--- src/rtl/direct_sound_scheduler_pkg.sv ---
// Shared Direct Sound scheduler types and constants: arbiter states, FIFO sizing,
// SOUNDCNT_H bit positions.
package direct_sound_scheduler_pkg;

    typedef enum logic [1:0] {
        IDLE  = 2'd0,
        REQ_A = 2'd1,
        REQ_B = 2'd2,
        BURST = 2'd3
    } ds_sched_state_t;

    localparam int unsigned DS_FIFO_DEPTH_WORDS = 8;
    localparam int unsigned DS_REQ_THRESHOLD    = 4;
    localparam int unsigned DS_BURST_WORDS      = 4;

    localparam int unsigned DS_SCNT_A_RIGHT_BIT = 8;
    localparam int unsigned DS_SCNT_A_LEFT_BIT  = 9;
    localparam int unsigned DS_SCNT_A_TIMER_BIT = 10;
    localparam int unsigned DS_SCNT_A_RST_BIT   = 11;
    localparam int unsigned DS_SCNT_B_RIGHT_BIT = 12;
    localparam int unsigned DS_SCNT_B_LEFT_BIT  = 13;
    localparam int unsigned DS_SCNT_B_TIMER_BIT = 14;
    localparam int unsigned DS_SCNT_B_RST_BIT   = 15;

    // Level registers are 4 bits wide; narrow integer constants to that width.
    function automatic logic [3:0] ds_level_const(input int unsigned v);
        return v[3:0];
    endfunction

endpackage

--- src/rtl/direct_sound_scheduler_fifo_tracker.sv ---
// Per-FIFO sequencing: timer tick gating, byte-lane index, word level counter.
// Optional sticky underrun/overflow flags when DS_STATUS_EN is defined.
module ds_fifo_tracker
    import direct_sound_scheduler_pkg::*;
#(
    parameter int unsigned DEPTH_WORDS = DS_FIFO_DEPTH_WORDS
) (
    input  logic       i_clk,
    input  logic       i_reset_n,
    input  logic       i_timer0_ovf,
    input  logic       i_timer1_ovf,
    input  logic       i_timer_sel,
    input  logic       i_enable,
    input  logic       i_fifo_rst,
    input  logic       i_fifo_wr,
`ifdef DS_STATUS_EN
    input  logic       i_status_clr,
    output logic       o_underrun,
    output logic       o_overflow,
`endif
    output logic       o_pop,
    output logic [3:0] o_level,
    output logic [1:0] o_sample_idx
);

    localparam logic [3:0] LVL_FULL = ds_level_const(DEPTH_WORDS);

    logic       r_pop;
    logic [3:0] r_level;
    logic [1:0] r_idx;

    logic w_tick;
    logic w_empty;
    logic w_full;
    logic w_adv;
    logic w_consume;

    assign w_tick    = i_enable & (i_timer_sel ? i_timer1_ovf : i_timer0_ovf);
    assign w_empty   = (r_level == '0);
    assign w_full    = (r_level == LVL_FULL);
    assign w_adv     = w_tick & ~w_empty;
    assign w_consume = w_adv & (r_idx == 2'd3);

    always_ff @(posedge i_clk) begin
        if (!i_reset_n) begin
            r_pop   <= 1'b0;
            r_level <= '0;
            r_idx   <= '0;
        end else if (i_fifo_rst) begin
            r_pop   <= 1'b0;
            r_level <= '0;
            r_idx   <= '0;
        end else begin
            r_pop <= w_adv;
            if (w_adv) begin
                r_idx <= r_idx + 2'd1;
            end
            // Write and consume together cancel out, so only the lone cases move the level.
            case ({i_fifo_wr, w_consume})
                2'b10:   if (!w_full) r_level <= r_level + 4'd1;
                2'b01:   r_level <= r_level - 4'd1;
                default: r_level <= r_level;
            endcase
        end
    end

`ifdef DS_STATUS_EN
    logic r_underrun;
    logic r_overflow;

    always_ff @(posedge i_clk) begin
        if (!i_reset_n) begin
            r_underrun <= 1'b0;
            r_overflow <= 1'b0;
        end else if (i_status_clr) begin
            r_underrun <= 1'b0;
            r_overflow <= 1'b0;
        end else begin
            if (w_tick && w_empty) r_underrun <= 1'b1;
            if (i_fifo_wr && w_full && !w_consume) r_overflow <= 1'b1;
        end
    end

    assign o_underrun = r_underrun;
    assign o_overflow = r_overflow;
`endif

    assign o_pop        = r_pop;
    assign o_level      = r_level;
    assign o_sample_idx = r_idx;

endmodule

--- src/rtl/direct_sound_scheduler.sv ---
// Direct Sound A/B sample sequencing and round-robin refill DMA arbitration.
// Define DS_STATUS_EN to add sticky underrun/overflow flags and status_clr.
module direct_sound_scheduler
    import direct_sound_scheduler_pkg::*;
#(
    parameter int unsigned FIFO_DEPTH_WORDS = DS_FIFO_DEPTH_WORDS,
    parameter int unsigned REQ_THRESHOLD    = DS_REQ_THRESHOLD,
    parameter int unsigned BURST_WORDS      = DS_BURST_WORDS
) (
    input  logic       clk_100,
    input  logic       reset_n,
    input  logic       timer0_ovf,
    input  logic       timer1_ovf,
    input  logic       timer_sel_a,
    input  logic       timer_sel_b,
    input  logic       enable_a,
    input  logic       enable_b,
    input  logic       fifo_rst_a,
    input  logic       fifo_rst_b,
    input  logic       fifo_wr_a,
    input  logic       fifo_wr_b,
    input  logic       dma_ack,
`ifdef DS_STATUS_EN
    input  logic       status_clr,
    output logic       underrun_a,
    output logic       underrun_b,
    output logic       overflow_a,
    output logic       overflow_b,
`endif
    output logic       pop_a,
    output logic       pop_b,
    output logic       sound_req1,
    output logic       sound_req2,
    output logic [3:0] level_a,
    output logic [3:0] level_b,
    output logic [1:0] sample_idx_a,
    output logic [1:0] sample_idx_b
);

    localparam logic [3:0]       LVL_THR  = ds_level_const(REQ_THRESHOLD);
    localparam int unsigned      CNT_W    = $clog2(BURST_WORDS + 1);
    localparam logic [CNT_W-1:0] CNT_LOAD = CNT_W'(BURST_WORDS);
    localparam logic [CNT_W-1:0] CNT_ONE  = CNT_W'(1);

    ds_fifo_tracker #(.DEPTH_WORDS(FIFO_DEPTH_WORDS)) u_trk_a (
        .i_clk        (clk_100),
        .i_reset_n    (reset_n),
        .i_timer0_ovf (timer0_ovf),
        .i_timer1_ovf (timer1_ovf),
        .i_timer_sel  (timer_sel_a),
        .i_enable     (enable_a),
        .i_fifo_rst   (fifo_rst_a),
        .i_fifo_wr    (fifo_wr_a),
`ifdef DS_STATUS_EN
        .i_status_clr (status_clr),
        .o_underrun   (underrun_a),
        .o_overflow   (overflow_a),
`endif
        .o_pop        (pop_a),
        .o_level      (level_a),
        .o_sample_idx (sample_idx_a)
    );

    ds_fifo_tracker #(.DEPTH_WORDS(FIFO_DEPTH_WORDS)) u_trk_b (
        .i_clk        (clk_100),
        .i_reset_n    (reset_n),
        .i_timer0_ovf (timer0_ovf),
        .i_timer1_ovf (timer1_ovf),
        .i_timer_sel  (timer_sel_b),
        .i_enable     (enable_b),
        .i_fifo_rst   (fifo_rst_b),
        .i_fifo_wr    (fifo_wr_b),
`ifdef DS_STATUS_EN
        .i_status_clr (status_clr),
        .o_underrun   (underrun_b),
        .o_overflow   (overflow_b),
`endif
        .o_pop        (pop_b),
        .o_level      (level_b),
        .o_sample_idx (sample_idx_b)
    );

    logic            r_need_a;
    logic            r_need_b;
    ds_sched_state_t r_state;
    logic            r_ptr_b;
    logic            r_gnt_b;
    logic [CNT_W-1:0] r_cnt;
    logic            r_req1;
    logic            r_req2;

    logic w_gnt_abort;
    logic w_gnt_wr;

    assign w_gnt_abort = r_gnt_b ? (fifo_rst_b | ~enable_b) : (fifo_rst_a | ~enable_a);
    assign w_gnt_wr    = r_gnt_b ? fifo_wr_b : fifo_wr_a;

    // A reset FIFO masks its need for one cycle so the arbiter sees the post-reset level.
    always_ff @(posedge clk_100) begin
        if (!reset_n) begin
            r_need_a <= 1'b0;
            r_need_b <= 1'b0;
        end else begin
            r_need_a <= enable_a & ~fifo_rst_a & (level_a <= LVL_THR);
            r_need_b <= enable_b & ~fifo_rst_b & (level_b <= LVL_THR);
        end
    end

    always_ff @(posedge clk_100) begin
        if (!reset_n) begin
            r_state <= IDLE;
            r_ptr_b <= 1'b0;
            r_gnt_b <= 1'b0;
            r_cnt   <= '0;
            r_req1  <= 1'b0;
            r_req2  <= 1'b0;
        end else begin
            case (r_state)
                IDLE: begin
                    if (r_need_a && r_need_b) begin
                        r_ptr_b <= ~r_ptr_b;
                        r_gnt_b <= r_ptr_b;
                        if (r_ptr_b) begin
                            r_state <= REQ_B;
                            r_req2  <= 1'b1;
                        end else begin
                            r_state <= REQ_A;
                            r_req1  <= 1'b1;
                        end
                    end else if (r_need_a) begin
                        r_gnt_b <= 1'b0;
                        r_state <= REQ_A;
                        r_req1  <= 1'b1;
                    end else if (r_need_b) begin
                        r_gnt_b <= 1'b1;
                        r_state <= REQ_B;
                        r_req2  <= 1'b1;
                    end
                end
                REQ_A: begin
                    if (fifo_rst_a || !enable_a) begin
                        r_state <= IDLE;
                        r_req1  <= 1'b0;
                    end else if (dma_ack) begin
                        r_state <= BURST;
                        r_req1  <= 1'b0;
                        r_cnt   <= CNT_LOAD;
                    end
                end
                REQ_B: begin
                    if (fifo_rst_b || !enable_b) begin
                        r_state <= IDLE;
                        r_req2  <= 1'b0;
                    end else if (dma_ack) begin
                        r_state <= BURST;
                        r_req2  <= 1'b0;
                        r_cnt   <= CNT_LOAD;
                    end
                end
                BURST: begin
                    if (w_gnt_abort) begin
                        r_state <= IDLE;
                        r_cnt   <= '0;
                    end else if (w_gnt_wr) begin
                        if (r_cnt == CNT_ONE) begin
                            r_state <= IDLE;
                            r_cnt   <= '0;
                        end else begin
                            r_cnt <= r_cnt - CNT_ONE;
                        end
                    end
                end
                default: r_state <= IDLE;
            endcase
        end
    end

    assign sound_req1 = r_req1;
    assign sound_req2 = r_req2;

endmodule

--- config.mk ---
export PLATFORM = sky130hd
export DESIGN_NAME = direct_sound_scheduler
export DESIGN_NICKNAME = d
export VERILOG_FILES = /design/src/rtl/direct_sound_scheduler_pkg.sv /design/src/rtl/direct_sound_scheduler_fifo_tracker.sv /design/src/rtl/direct_sound_scheduler.sv
export SDC_FILE = /design/constraint.sdc
export NUM_CORES = 1
export LEC_CHECK = 0
export CORE_UTILIZATION = 40
export CTS_CLUSTER_DIAMETER = 40
export CTS_CLUSTER_SIZE = 40
export DETAILED_ROUTE_END_ITERATION = 6
export PLACE_DENSITY = 0.71
export SLEW_MARGIN = 20
export SYNTH_ARGS = -nofsm -noshare
export SYNTH_HDL_FRONTEND = slang
export SYNTH_SLANG_ARGS = --single-unit
export TNS_END_PERCENT = 20
--- constraint.sdc ---
create_clock -name clk_100 -period 4.2 [get_ports clk_100]
set_input_delay 0.84 -clock clk_100 [delete_from_list [all_inputs] [get_ports clk_100]]
set_output_delay 0.84 -clock clk_100 [all_outputs]
set_load 0.05 [all_outputs]
== Yosys cells after proc, flatten, opt, wreduce, memory -nomap -nowiden ==
Index checks and enable logic that the tools add are counted.

* Mux-type cells: 40
* Equality and inequality tests: 26
* Magnitude comparators: 2
* Bitwise gates (word level): 20
* Add/sub/neg operators: 7
* Reductions and logical operators: 24

{| class="wikitable"
|+ Operators by type and width
! kind !! number
|-
| $ne 3x3->1 const B || 9
|-
| $mux 2 || 10
|-
| $mux 3 || 6
|-
| $mux 1 || 16
|-
| $pmux 4 s2 || 2
|-
| $eq 2x2->1 const B || 6
|-
| $and 1x1->1 || 10
|-
| $pmux 3 s3 || 1
|-
| $add 4x1->4 const B || 2
|-
| $eq 4x4->1 const B || 2
|-
| $le 4x3->1 const B || 2
|-
| $logic_not 4->1 || 2
|-
| $mux 4 || 2
|-
| $ne 2x2->1 const B || 4
|-
| $not 1->1 || 8
|-
| $pmux 2 s4 || 1
|-
| $reduce_and 2->1 || 4
|-
| $reduce_and 4->1 || 2
|-
| $reduce_bool 2->1 || 4
|-
| $sub 4x1->4 const B || 2
|-
| $eq 2x1->1 const B || 3
|-
| $reduce_bool 3->1 || 2
|-
| $reduce_and 5->1 || 1
|-
| $add 2x1->2 const B || 2
|-
| other kinds (11) || 16
|}

* Output and inout bits: 16
* Bits of input ports: 13
* Bits in registers: 25

== Depth between registers and ports, before layout ==
Gate-level depths: netlist of run 1.

* Depth in word-level cells: 7
* Depth in mapped cells: 10
* Mapped depth without buffers: 10

== By module ==
Synthesis of run 1 repeated with hierarchy kept, for this count alone.

* Cells, all modules: 200
* Area total of the unflattened synthesis: 1,686.6 sq um

{| class="wikitable"
|+ By module, submodules not included
! module !! instances !! seq. area each (sq um) !! area an instance (sq um) !! cells an instance
|-
| direct_sound_scheduler || 1 || 220.2 || 665.6 || 82
|-
| ds_fifo_tracker at u_trk_b || 1 || 140.1 || 539.3 || 63
|-
| ds_fifo_tracker at u_trk_a || 1 || 140.1 || 481.7 || 55
|}

== Worst setup path after synthesis of run 1 ==
Ideal clock, no wire load.

* Kind: input port to flip-flop
* From: input port timer_sel_a
* To: register u_trk_a.r_level[3], in the netlist u_trk_a.o_level[3]
* Required time: 4.129 ns
* Data arrival time: 2.658 ns
* Cell stages on the path: 9
* Setup slack: 1.472 ns
* Cell sequence: mux2i_1 > or4_4 > inv_1 > ha_1 > a21oi_1 > nand2_1 > or4_1 > a21o_1 > a21oi_1

* Longest elaborated chain between the ends: 7
* Elaborated cells on any way between the ends: 10

{| class="wikitable"
|+ RTL lines
! element !! line !! RTL
|-
| start, declared || direct_sound_scheduler.sv:14 || <nowiki>input logic timer_sel_a,</nowiki>
|-
| $mux 1 (*) || direct_sound_scheduler_fifo_tracker.sv:38 || <nowiki>assign w_tick = i_enable & (i_timer_sel ? i_timer1_ovf : i_timer0_ovf);</nowiki>
|-
| $and 1x1->1 (*) || direct_sound_scheduler_fifo_tracker.sv:38 ||
|-
| $and 1x1->1 (*) || direct_sound_scheduler_fifo_tracker.sv:41 || <nowiki>assign w_adv = w_tick & ~w_empty;</nowiki>
|-
| $and 1x1->1 (*) || direct_sound_scheduler_fifo_tracker.sv:42 || <nowiki>assign w_consume = w_adv & (r_idx == 2'd3);</nowiki>
|-
| $eq 2x2->1 / $eq 2x1->1 (equally long branches) || direct_sound_scheduler_fifo_tracker.sv:59 || <nowiki>case ({i_fifo_wr, w_consume})</nowiki>
|-
| $ne 2x2->1 (no source line) / $reduce_bool 2->1 (equally long branches) || n/a ||
|-
| $reduce_and 2->1 (no source line) || n/a ||
|-
| end signal, assigned || direct_sound_scheduler_fifo_tracker.sv:60 || <nowiki>2'b10: if (!w_full) r_level <= r_level + 4'd1;</nowiki>
|-
| end signal, assigned || direct_sound_scheduler_fifo_tracker.sv:61 || <nowiki>2'b01: r_level <= r_level - 4'd1;</nowiki>
|-
| end signal, assigned || direct_sound_scheduler_fifo_tracker.sv:62 || <nowiki>default: r_level <= r_level;</nowiki>
|-
| end, declared || direct_sound_scheduler_fifo_tracker.sv:29 || <nowiki>logic [3:0] r_level;</nowiki>
|}

Mark *: on every way between the ends. The rest lies on a longest branch, timed or not.
A chain may end at the register's enable or synchronous reset.

== Final worst setup path of run 1 ==
* From: input port timer1_ovf
* To: register u_trk_b.r_level[3], in the netlist u_trk_b.o_level[3]

* Longest elaborated chain between the ends: 7
* Elaborated cells on any way between the ends: 10

{| class="wikitable"
|+ RTL lines
! element !! line !! RTL
|-
| start, declared || direct_sound_scheduler.sv:13 || <nowiki>input logic timer1_ovf,</nowiki>
|-
| $mux 1 (*) || direct_sound_scheduler_fifo_tracker.sv:38 ||
|-
| $and 1x1->1 (*) || direct_sound_scheduler_fifo_tracker.sv:38 ||
|-
| $and 1x1->1 (*) || direct_sound_scheduler_fifo_tracker.sv:41 ||
|-
| $and 1x1->1 (*) || direct_sound_scheduler_fifo_tracker.sv:42 ||
|-
| $eq 2x2->1 / $eq 2x1->1 (equally long branches) || direct_sound_scheduler_fifo_tracker.sv:59 ||
|-
| $ne 2x2->1 (no source line) / $reduce_bool 2->1 (equally long branches) || n/a ||
|-
| $reduce_and 2->1 (no source line) || n/a ||
|-
| end signal, assigned || direct_sound_scheduler_fifo_tracker.sv:60 ||
|-
| end signal, assigned || direct_sound_scheduler_fifo_tracker.sv:61 ||
|-
| end signal, assigned || direct_sound_scheduler_fifo_tracker.sv:62 ||
|-
| end, declared || direct_sound_scheduler_fifo_tracker.sv:29 ||
|}

Marks and branches as above.

==> results.txt, run 1 <==
number of nets in the final layout: 227
total negative setup slack: 0 ps
number of synthesized register bits: 25
Clock power frac: 0.282
mean routed wirelength per cell: 12.4 µm
status: finished, final reports clean
mean post-synth cell area: 8.82 µm²
pin count of the biggest net entering global routing: 16
number of warning messages in the yosys log: 0
overall via count from detail_route: 1357
overall die area: 0.00406 mm²
signed area change from the synthesized netlist to the final layout: 24.9%
top cell type's share of synthesized area: 0.328
actual slew at the worst max-slew pin: 501 ps
effective utilization at floorplan: 0.417
H-tree Lvls: 1
net switching power: 0.000161 W
antenna viol nets, final: 0
setup repair after global routing missed its margin: false
count of fill cells added during filler insertion: 359
number of antenna violations at the first check in global routing: 0
placement row count: 22
clock sink total: 25
CTS clk-pin slew, worst paths: 90 ps
clock tree from TritonCTS: yes
number of instances on the worst hold path: 2
setup bufs post-CTS: 0
library cell with the highest instance count after synthesis: sky130_fd_sc_hd__dfxtp_1
deepest clock path buffer count: 2
leakage power figure: 0.716 nW
reg2reg start: u_trk_b.o_level[0]
peak ir drop on the vdd network: 108 µV
Area contributors post-synth: sky130_fd_sc_hd__dfxtp_1 (33%), sky130_fd_sc_hd__ha_1 (6.6%), sky130_fd_sc_hd__mux2i_1 (5.3%)
predominant post-synthesis flop cell: sky130_fd_sc_hd__dfxtp_1
via density per instance: 5.41
relative slew slack: 0.665
arrival time reported for the critical path endpoint: 3290 ps
Total GRT Usage: 0.173
Clock Tree Root: sky130_fd_sc_hd__clkbuf_8
Max Clock Freq: 0.324 GHz
number of failing hold endpoints at the final stage: 0
endpoint type of the worst setup path: register
number of buffers added by the clock tree synthesis step: 3
Die Span X: 63.8 µm
vias in the first global route: 1343
Detailed Route Iter0 Violations: 103
Hold Worst Slack: 457 ps
ys async rst share: 0
n_diodes: 0
Critical Path Start: timer1_ovf
Mapped Area: 0.00153 mm²
combinational fraction of design power: 0.210
crit path time final: 3080 ps
Hold Path Sink: r_cnt[1]
count of flip-flops with a built-in enable after synthesis: 0
flop2flop setup slack: 1670 ps
Core Region: 0.00366 mm²
I/O pin count: 29
HP Start: r_cnt[1]
count of max-cap constraint violations: 0
share of the core filled with cells in the final layout: 0.520
ranking of synthesized cells by instance count: sky130_fd_sc_hd__dfxtp_1 (25), sky130_fd_sc_hd__nor2_1 (19), sky130_fd_sc_hd__a21oi_1 (13)
part of the Yosys area used for sequential elements: 0.328
internal portion of total power: 0.000365 W
Hold Crit Class: register to register
post-route total power: 0.000525 W
GRT met3 Usage: 0.0250
IO buf count: 28
power per cell area: 276 mW/mm²
post-route clock skew: 4.40 ps
number of library cell types mapped by synthesis: 45
count of TritonRoute iterations in the first routing pass: 4
switching portion of total power: 0.306
final worst-path cycle share: 0.734
destination of the worst register-to-register timing path: u_trk_b.o_level[3]
global-route wire length before repair: 5710 µm
largest fanout on the critical path: 4
Final setup violation count: 0
routing usage on met1: 0.218
number of cells after detailed placement: 247
GRT met2 Usage: 0.303
depth of the most critical reg-to-reg path: 9
DRC: 0
final cell count without fillers: 251
sequential share of power: 0.508
final slew viol count: 0
Resize count post-CTS: 0
required time worst endpoint: 4400 ps
final estimated routing congestion in global placement: 0.855
Detailed Route WL: 3110 µm
# hold bufs at CTS: 0
Crit Path Category: input port to register
GRT overflow: 0
layout cell share with drive strength beyond 1: 0.0887
synthesized instance count: 173
detailed placer's ending HPWL: 2390 µm
Net Count, Synth: 196
vertical extent of the die: 63.8 µm
cell taking the most area after synthesis: sky130_fd_sc_hd__dfxtp_1
critical path startpoint category: input port
Worst-Skew Late Latency: 270 ps
GRT Max-Usage Layer: met2
[cell type report]
type,count,area [µm²],area share
multi-input combinational,136,977,0.513
sequential,25,500,0.263
timing repair buffer,28,280,0.147
tap,48,60.1,0.0315
clock buffer,3,41.3,0.0217
inverter,10,37.5,0.0197
clock inverter,1,7.51,0.00394
[power groups by stage]
stage	sequential [W]	combinational (W)	clock, W
global placement	0.000272	0.000109	0
finish	0.000267	0.000110	0.000148
CTS	0.000266	0.000110	0.000156
global route	0.000270	0.000121	0.000164
detailed placement	0.000272	0.000110	0
floorplan	0.000274	0.0000716	0
[layout by cell type (no fill, tap or decap), types with 3 or more instances in the layout]
| master | n |
|---|---|
| sky130_fd_sc_hd__or4_1 | 4 |
| sky130_fd_sc_hd__dfxtp_1 | 25 |
| sky130_fd_sc_hd__nor3_1 | 4 |
| sky130_fd_sc_hd__xnor2_1 | 4 |
| sky130_fd_sc_hd__a21oi_1 | 13 |
| sky130_fd_sc_hd__a31oi_1 | 4 |
| sky130_fd_sc_hd__clkdlybuf4s50_1 | 28 |
| sky130_fd_sc_hd__inv_1 | 10 |
| sky130_fd_sc_hd__nand2b_1 | 4 |
| sky130_fd_sc_hd__nand3_1 | 8 |
| sky130_fd_sc_hd__a21o_1 | 4 |
| sky130_fd_sc_hd__nand3b_1 | 3 |
| sky130_fd_sc_hd__mux2i_1 | 8 |
| sky130_fd_sc_hd__ha_1 | 8 |
| sky130_fd_sc_hd__nand2_1 | 10 |
| sky130_fd_sc_hd__o21ai_0 | 5 |
| sky130_fd_sc_hd__clkbuf_8 | 3 |
| sky130_fd_sc_hd__nor2_1 | 19 |
[logic make-up (layout without fill, tap and decap cells)]
| family | count (synthesis) | after routing | share of synthesized area |
|---|---|---|---|
| muxes | 10 | 10 | 0.0673 |
| adders and majority gates | 10 | 10 | 0.0919 |
| DFF | 25 | 25 | 0.328 |
| xor gates and xnor gates | 6 | 6 | 0.0345 |
| buffers and inverters | 12 | 42 | 0.0312 |
| and+or+nand+nor | 68 | 68 | 0.249 |
| AOI/OAI and AO/OA | 42 | 42 | 0.198 |
[registers in the layout (all words and copies together) (netlist names), 2 cells and up]
| register | count |
|---|---|
| u_trk_b.o_level | 4 |
| u_trk_a.o_sample_idx | 2 |
| u_trk_a.o_level | 4 |
| r_state | 2 |
| r_cnt | 3 |
| u_trk_b.o_sample_idx | 2 |
[critical path, cell delays in order]
cell	delay, ps
sky130_fd_sc_hd__clkdlybuf4s50_1	510
sky130_fd_sc_hd__mux2i_1	110
sky130_fd_sc_hd__or4_4	520
sky130_fd_sc_hd__inv_1	100
sky130_fd_sc_hd__ha_1	270
sky130_fd_sc_hd__a21oi_1	150
sky130_fd_sc_hd__nand2_1	100
sky130_fd_sc_hd__or4_1	400
sky130_fd_sc_hd__a21o_1	160
sky130_fd_sc_hd__a21oi_1	120
[routing by layer]
layer	share of wire	routed length, µm
met3	0.033	104
met5	0	0
met2	0.45	1400
met4	0.011	34
met1	0.50	1570
[per-stage QoR]
| stage | instance area, µm² | worst slack, ps |
|---|---|---|
| floorplan | 1530 | 1470 |
| global placement | 1860 | 900 |
| detailed placement | 1860 | 850 |
| CTS | 1900 | 1140 |
| global route | 1900 | 959 |
| finish | 1900 | 1120 |
[how the worst max path moves through the flow]
stage | end | slack [ps] | cells past startpoint
6_report | u_trk_b.o_level[3] | 1120 | 10
5_1_grt | u_trk_a.o_level[3] | 960 | 10
4_1_cts | u_trk_b.o_level[3] | 1140 | 10
3_5_place_dp | u_trk_a.o_level[3] | 850 | 10
3_3_place_gp | u_trk_a.o_level[3] | 900 | 10
2_1_floorplan | u_trk_a.o_level[3] | 1470 | 9
No activity file was read; power rests on OpenSTA's default activity.
==> run 2, diff against run 1 <==
==> constraint.sdc (replaced) <==
create_clock -name clk_100 -period 3 [get_ports clk_100]
set_input_delay 0.6 -clock clk_100 [delete_from_list [all_inputs] [get_ports clk_100]]
set_output_delay 0.6 -clock clk_100 [all_outputs]
set_load 0.05 [all_outputs]
==> run 2 against run 1 <==
Die area stayed put. Sequential share of layout area down 0.80 points. Worst hold slack better by 3.9 ps. Largest cell class unchanged. Highest routed layer unchanged.
==> results.txt, run 2 (same netlist as run 1, synthesis figures left out) <==
Crit Path Category: input port to register
placement row count: 22
Resize count post-CTS: 0
via density per instance: 5.26
overall die area: 0.00406 mm²
Max Clock Freq: 0.354 GHz
most common cell after layout, fill and taps aside: sky130_fd_sc_hd__clkdlybuf4s50_1
number of failing hold endpoints at the final stage: 0
setup slack after placement: -81.3 ps
relative slew slack: 0.661
Detailed Route Iter0 Violations: 52
number of nets in the final layout: 235
arrival time reported for the critical path endpoint: 3020 ps
power per cell area: 373 mW/mm²
status: finished, final reports clean
antenna viol nets, final: 0
number of buffers added by the clock tree synthesis step: 3
peak ir drop on the vdd network: 167 µV
Total GRT Usage: 0.170
Hold Crit Class: register to register
count of fill cells added during filler insertion: 339
Core Region: 0.00366 mm²
count of max-cap constraint violations: 0
crit path time final: 2830 ps
n_diodes: 0
Clock Tree Root: sky130_fd_sc_hd__clkbuf_8
CTS clk-pin slew, worst paths: 90 ps
GRT overflow: 0
actual slew at the worst max-slew pin: 506 ps
layout cell share with drive strength beyond 1: 0.123
final worst-path cycle share: 0.942
H-tree Lvls: 1
endpoint type of the worst setup path: register
overall via count from detail_route: 1362
signed area change from the synthesized netlist to the final layout: 28.8%
leakage power figure: 0.755 nW
vias in the first global route: 1243
DRC: 0
storage element area: 500 µm²
effective utilization at floorplan: 0.417
Worst-Skew Late Latency: 270 ps
count of TritonRoute iterations in the first routing pass: 4
vertical extent of the die: 63.8 µm
pin count of the biggest net entering global routing: 16
post-route clock skew: 5.26 ps
clock sink total: 25
critical path startpoint category: input port
area of the multi-input gates: 977 µm²
final estimated routing congestion in global placement: 0.832
# hold bufs at CTS: 0
largest fanout on the critical path: 4
placed cell area: 0.00192 mm²
clock tree from TritonCTS: yes
deepest clock path buffer count: 2
mean routed wirelength per cell: 12.0 µm
commonest non-fill, non-tap cells in the layout: sky130_fd_sc_hd__clkdlybuf4s50_1 (28), sky130_fd_sc_hd__dfxtp_1 (25), sky130_fd_sc_hd__nor2_1 (19)
I/O pin count: 29
setup repair after global routing missed its margin: false
Die Span X: 63.8 µm
flop2flop setup slack: 520 ps
post-route cell area: 0.00196 mm²
detailed placer's ending HPWL: 2400 µm
number of antenna violations at the first check in global routing: 0
Final setup violation count: 0
IO buf count: 28
Worst Setup Slack, final: 175 ps
Detailed Route WL: 3110 µm
required time worst endpoint: 3200 ps
global-route wire length before repair: 5480 µm
share of the core filled with cells in the final layout: 0.537
setup bufs post-CTS: 0
final slew viol count: 0
## run 2: cell count changes in the layout (fill, tap and decap cells not counted), sizes merged
cell,change
buf,+8
## run 2: metrics by stage
stage / hold slack, ps / power, W / TNS (ps) / instances
after floorplan: 432 / 0.000484 / 0 / 173
after global placement: 443 / 0.000537 / 0 / 255
after detailed placement: 446 / 0.000538 / -109 / 255
after CTS: 461 / 0.000746 / 0 / 259
after global routing: 478 / 0.000779 / 0 / 259
final: 461 / 0.000734 / 0 / 259
## run 2: metal layers
layer	GRT usage	part of all wire	wire length [µm]	up-vias
li1	-	-	-	709
met1	0.212	0.48	1490	620
met2	0.290	0.47	1470	27
met3	0.0286	0.035	109	6
met4	0.0625	0.013	41	0
met5	0	0	0	-
## run 2: power by group
| part | internal, W | total [W] | switching [W] |
|---|---|---|---|
| registers | 0.000347 | 0.000373 | 0.0000259 |
| logic | 0.0000727 | 0.000158 | 0.0000849 |
| clock network | 0.0000940 | 0.000203 | 0.000109 |
| total | 0.000514 | 0.000734 | 0.000220 |
## run 2: worst paths after layout
path | from | end | cells after the start
min | r_cnt[1] | r_cnt[1] | 2
max | timer1_ovf | u_trk_b.o_level[3] | 10
min reg2reg | r_cnt[1] | r_cnt[1] | 2
max reg2reg | u_trk_b.o_level[0] | u_trk_b.o_level[3] | 9
## run 2: critical path: stages
cell	delay [ps]
sky130_fd_sc_hd__clkdlybuf4s50_1	520
sky130_fd_sc_hd__mux2i_1	120
sky130_fd_sc_hd__or4_4	490
sky130_fd_sc_hd__inv_1	90
sky130_fd_sc_hd__ha_1	260
sky130_fd_sc_hd__a21oi_1	150
sky130_fd_sc_hd__nand2_1	100
sky130_fd_sc_hd__or4_1	410
sky130_fd_sc_hd__a21o_1	170
sky130_fd_sc_hd__a21oi_1	110
## run 2: area by class of cell
class,count,share of cell area
multi-input cells,136,0.497
clock inverters,1,0.00382
clock buffers,3,0.0210
repair buffers,36,0.173
inverters,10,0.0191
well taps,48,0.0306
flip-flops and latches,25,0.255
==> run 3, diff against run 2 <==
--- a/config.mk
+++ b/config.mk
@@ -5,11 +5,12 @@
 export SDC_FILE = /design/constraint.sdc
 export NUM_CORES = 1
 export LEC_CHECK = 0
-export CORE_UTILIZATION = 40
+export CORE_UTILIZATION = 51
 export CTS_CLUSTER_DIAMETER = 40
 export CTS_CLUSTER_SIZE = 40
 export DETAILED_ROUTE_END_ITERATION = 6
-export PLACE_DENSITY = 0.71
+export GPL_TIMING_DRIVEN = 0
+export PLACE_DENSITY = 0.86
 export SLEW_MARGIN = 20
 export SYNTH_ARGS = -nofsm -noshare
 export SYNTH_HDL_FRONTEND = slang
==> run 3 against run 2 <==
The run now ends with DRC left. Critical path depth did not move. Core utilization rose by 13 points. Via count is 2.0% higher. Clock skew is 4.1 ps higher. Routed wire length grew 4.8%. Cell count is 8.9% lower. Clock power shrank 27%. Combinational power up 8%. Non-clock buffer count decreased by 6.
==> results.txt, run 3 (same netlist as run 1, synthesis figures left out) <==
GRT overflow: 0
slowest cell on the critical path: sky130_fd_sc_hd__clkdlybuf4s50_1
overall die area: 0.00321 mm²
reg2reg start: u_trk_b.o_level[0]
most prevalent standard cell on the critical path: sky130_fd_sc_hd__a21oi_1
number of failing hold endpoints at the final stage: 0
destination of the worst register-to-register timing path: u_trk_b.o_level[3]
Hold Path Sink: r_cnt[1]
Detailed Route Iter0 Violations: 43
Hold Crit Class: register to register
Clock Tree Root: sky130_fd_sc_hd__clkbuf_4
antenna viol nets, final: 0
peak ir drop on the vdd network: 184 µV
setup repair after global routing missed its margin: false
status: complete, but fails checks
Critical Path Start: timer1_ovf
n_diodes: 0
Final setup violation count: 0
detailed placer's ending HPWL: 2520 µm
placement row count: 19
Largest delay share family, worst path: simple AND/OR/NAND/NOR gates
crit path time final: 2860 ps
leakage power figure: 0.729 nW
H-tree Lvls: 1
actual slew at the worst max-slew pin: 509 ps
required time worst endpoint: 3250 ps
Detailed Route WL: 3270 µm
IO buf count: 28
mean routed wirelength per cell: 13.8 µm
most common cell after layout, fill and taps aside: sky130_fd_sc_hd__clkdlybuf4s50_1
internal portion of total power: 0.000472 W
Max Clock Freq: 0.349 GHz
final slew viol count: 0
final worst-path cycle share: 0.954
power per cell area: 363 mW/mm²
endpoint type of the worst setup path: register
clock tree from TritonCTS: yes
Worst Path Buf+Inv: 2
deepest clock path buffer count: 2
number of instances on the worst hold path: 2
I/O pin count: 29
vias in the first global route: 1368
post-route cell area: 0.00187 mm²
CTS clk-pin slew, worst paths: 140 ps
Worst-Skew Late Latency: 310 ps
count of TritonRoute iterations in the first routing pass: 6
depth of the most critical reg-to-reg path: 9
HP Start: r_cnt[1]
overall via count from detail_route: 1389
DRC: 5
post-route total power: 0.000679 W
arrival time reported for the critical path endpoint: 3110 ps
count of max-cap constraint violations: 0
ordered list of cells on the worst path: clkdlybuf4s50_1, mux2i_1, or4_4, inv_1, ha_1, a21oi_1, nand2_1, or4_1, a21o_1, a21oi_1
Worst path max stage delay: 520 ps
flop2flop setup slack: 430 ps
Total GRT Usage: 0.218
post-route clock skew: 9.38 ps
failing checks: DRC
number of nets in the final layout: 229
share of the core filled with cells in the final layout: 0.668
Clock power frac: 0.218
largest fanout on the critical path: 4
Core Region: 0.00281 mm²
# hold bufs at CTS: 0
pin count of the biggest net entering global routing: 14
combinational fraction of design power: 0.252
sequential share of power: 0.531
Die Span X: 56.7 µm
vertical extent of the die: 56.7 µm
switching portion of total power: 0.305
via density per instance: 5.89
final estimated routing congestion in global placement: 0.864
effective utilization at floorplan: 0.544
number of buffers added by the clock tree synthesis step: 3
layout cell share with drive strength beyond 1: 0.0927
clock sink total: 25
number of antenna violations at the first check in global routing: 0
net switching power: 0.000207 W
signed area change from the synthesized netlist to the final layout: 22.8%
global-route wire length before repair: 5590 µm
placed cell area: 0.00184 mm²
Crit Path Category: input port to register
relative slew slack: 0.659
critical path startpoint category: input port
commonest non-fill, non-tap cells in the layout: sky130_fd_sc_hd__clkdlybuf4s50_1 (27), sky130_fd_sc_hd__dfxtp_1 (25), sky130_fd_sc_hd__nor2_1 (19)
-- run 3: cell count changes in the layout (fill, tap and decap cells not counted) --
cell and delta:
sky130_fd_sc_hd__buf_2 +2, sky130_fd_sc_hd__buf_4 -8, sky130_fd_sc_hd__clkbuf_1 +1, sky130_fd_sc_hd__clkbuf_4 +3
sky130_fd_sc_hd__clkbuf_8 -3, sky130_fd_sc_hd__clkdlybuf4s50_1 -1, sky130_fd_sc_hd__clkinvlp_4 -1, sky130_fd_sc_hd__dlymetal6s2s_1 +1
-- run 3: metrics by stage --
step	std cells	setup WS [ps]	hold WS [ps]	setup TNS, ps
6_report	236	137	479	0
5_1_grt	236	8.20	508	0
4_1_cts	236	149	474	0
3_5_place_dp	232	-174	456	-285
3_3_place_gp	232	-47.9	442	-93.9
2_1_floorplan	173	320	432	0
-- run 3: layout make-up --
class / count / area (µm²)
fillers: 235 / 932
clock buffers: 4 / 26.3
flip-flops and latches: 25 / 500
inverters: 10 / 37.5
repair buffers: 28 / 283
multi-input cells: 136 / 977
well taps: 31 / 38.8
plain buffers: 2 / 10.0
-- run 3: layer usage --
metal | global-route usage | vias up | share of wire
met3 | 0.0230 | 2 | 0.037
li1 | - | 693 | -
met1 | 0.260 | 660 | 0.45
met5 | 0 | - | 0
met2 | 0.398 | 34 | 0.51
met4 | 0.0821 | 0 | 0.0049
-- run 3: power groups by stage --
stage / registers, W / logic [W] / clock network (W)
finish: 0.000361 / 0.000171 / 0.000148
global route: 0.000363 / 0.000188 / 0.000167
CTS: 0.000361 / 0.000171 / 0.000154
detailed placement: 0.000368 / 0.000170 / 0
global placement: 0.000367 / 0.000165 / 0
floorplan: 0.000383 / 0.000100 / 0
-- run 3: how the worst max path moves through the flow --
stage | end | cells after the start | slack (ps)
after CTS | u_trk_b.o_level[3] | 10 | 150
after floorplan | u_trk_a.o_level[3] | 9 | 320
after global routing | u_trk_b.o_level[3] | 10 | 8
after global placement | u_trk_a.o_level[3] | 10 | -50
after detailed placement | u_trk_b.o_level[3] | 10 | -170
final | u_trk_b.o_level[3] | 10 | 140
-- run 3: timing repair --
action                                 CTS  global route
setup endpoints to repair                0             1
setup buffers                            0             0
endpoints found under the hold margin    0             0
gates resized for setup                  0             1
-- run 3: worst min-delay path, cell delays in order, from the launching register on --
cell,delay [ps]
sky130_fd_sc_hd__dfxtp_1,340
sky130_fd_sc_hd__nand2_1,60
sky130_fd_sc_hd__a21oi_1,50
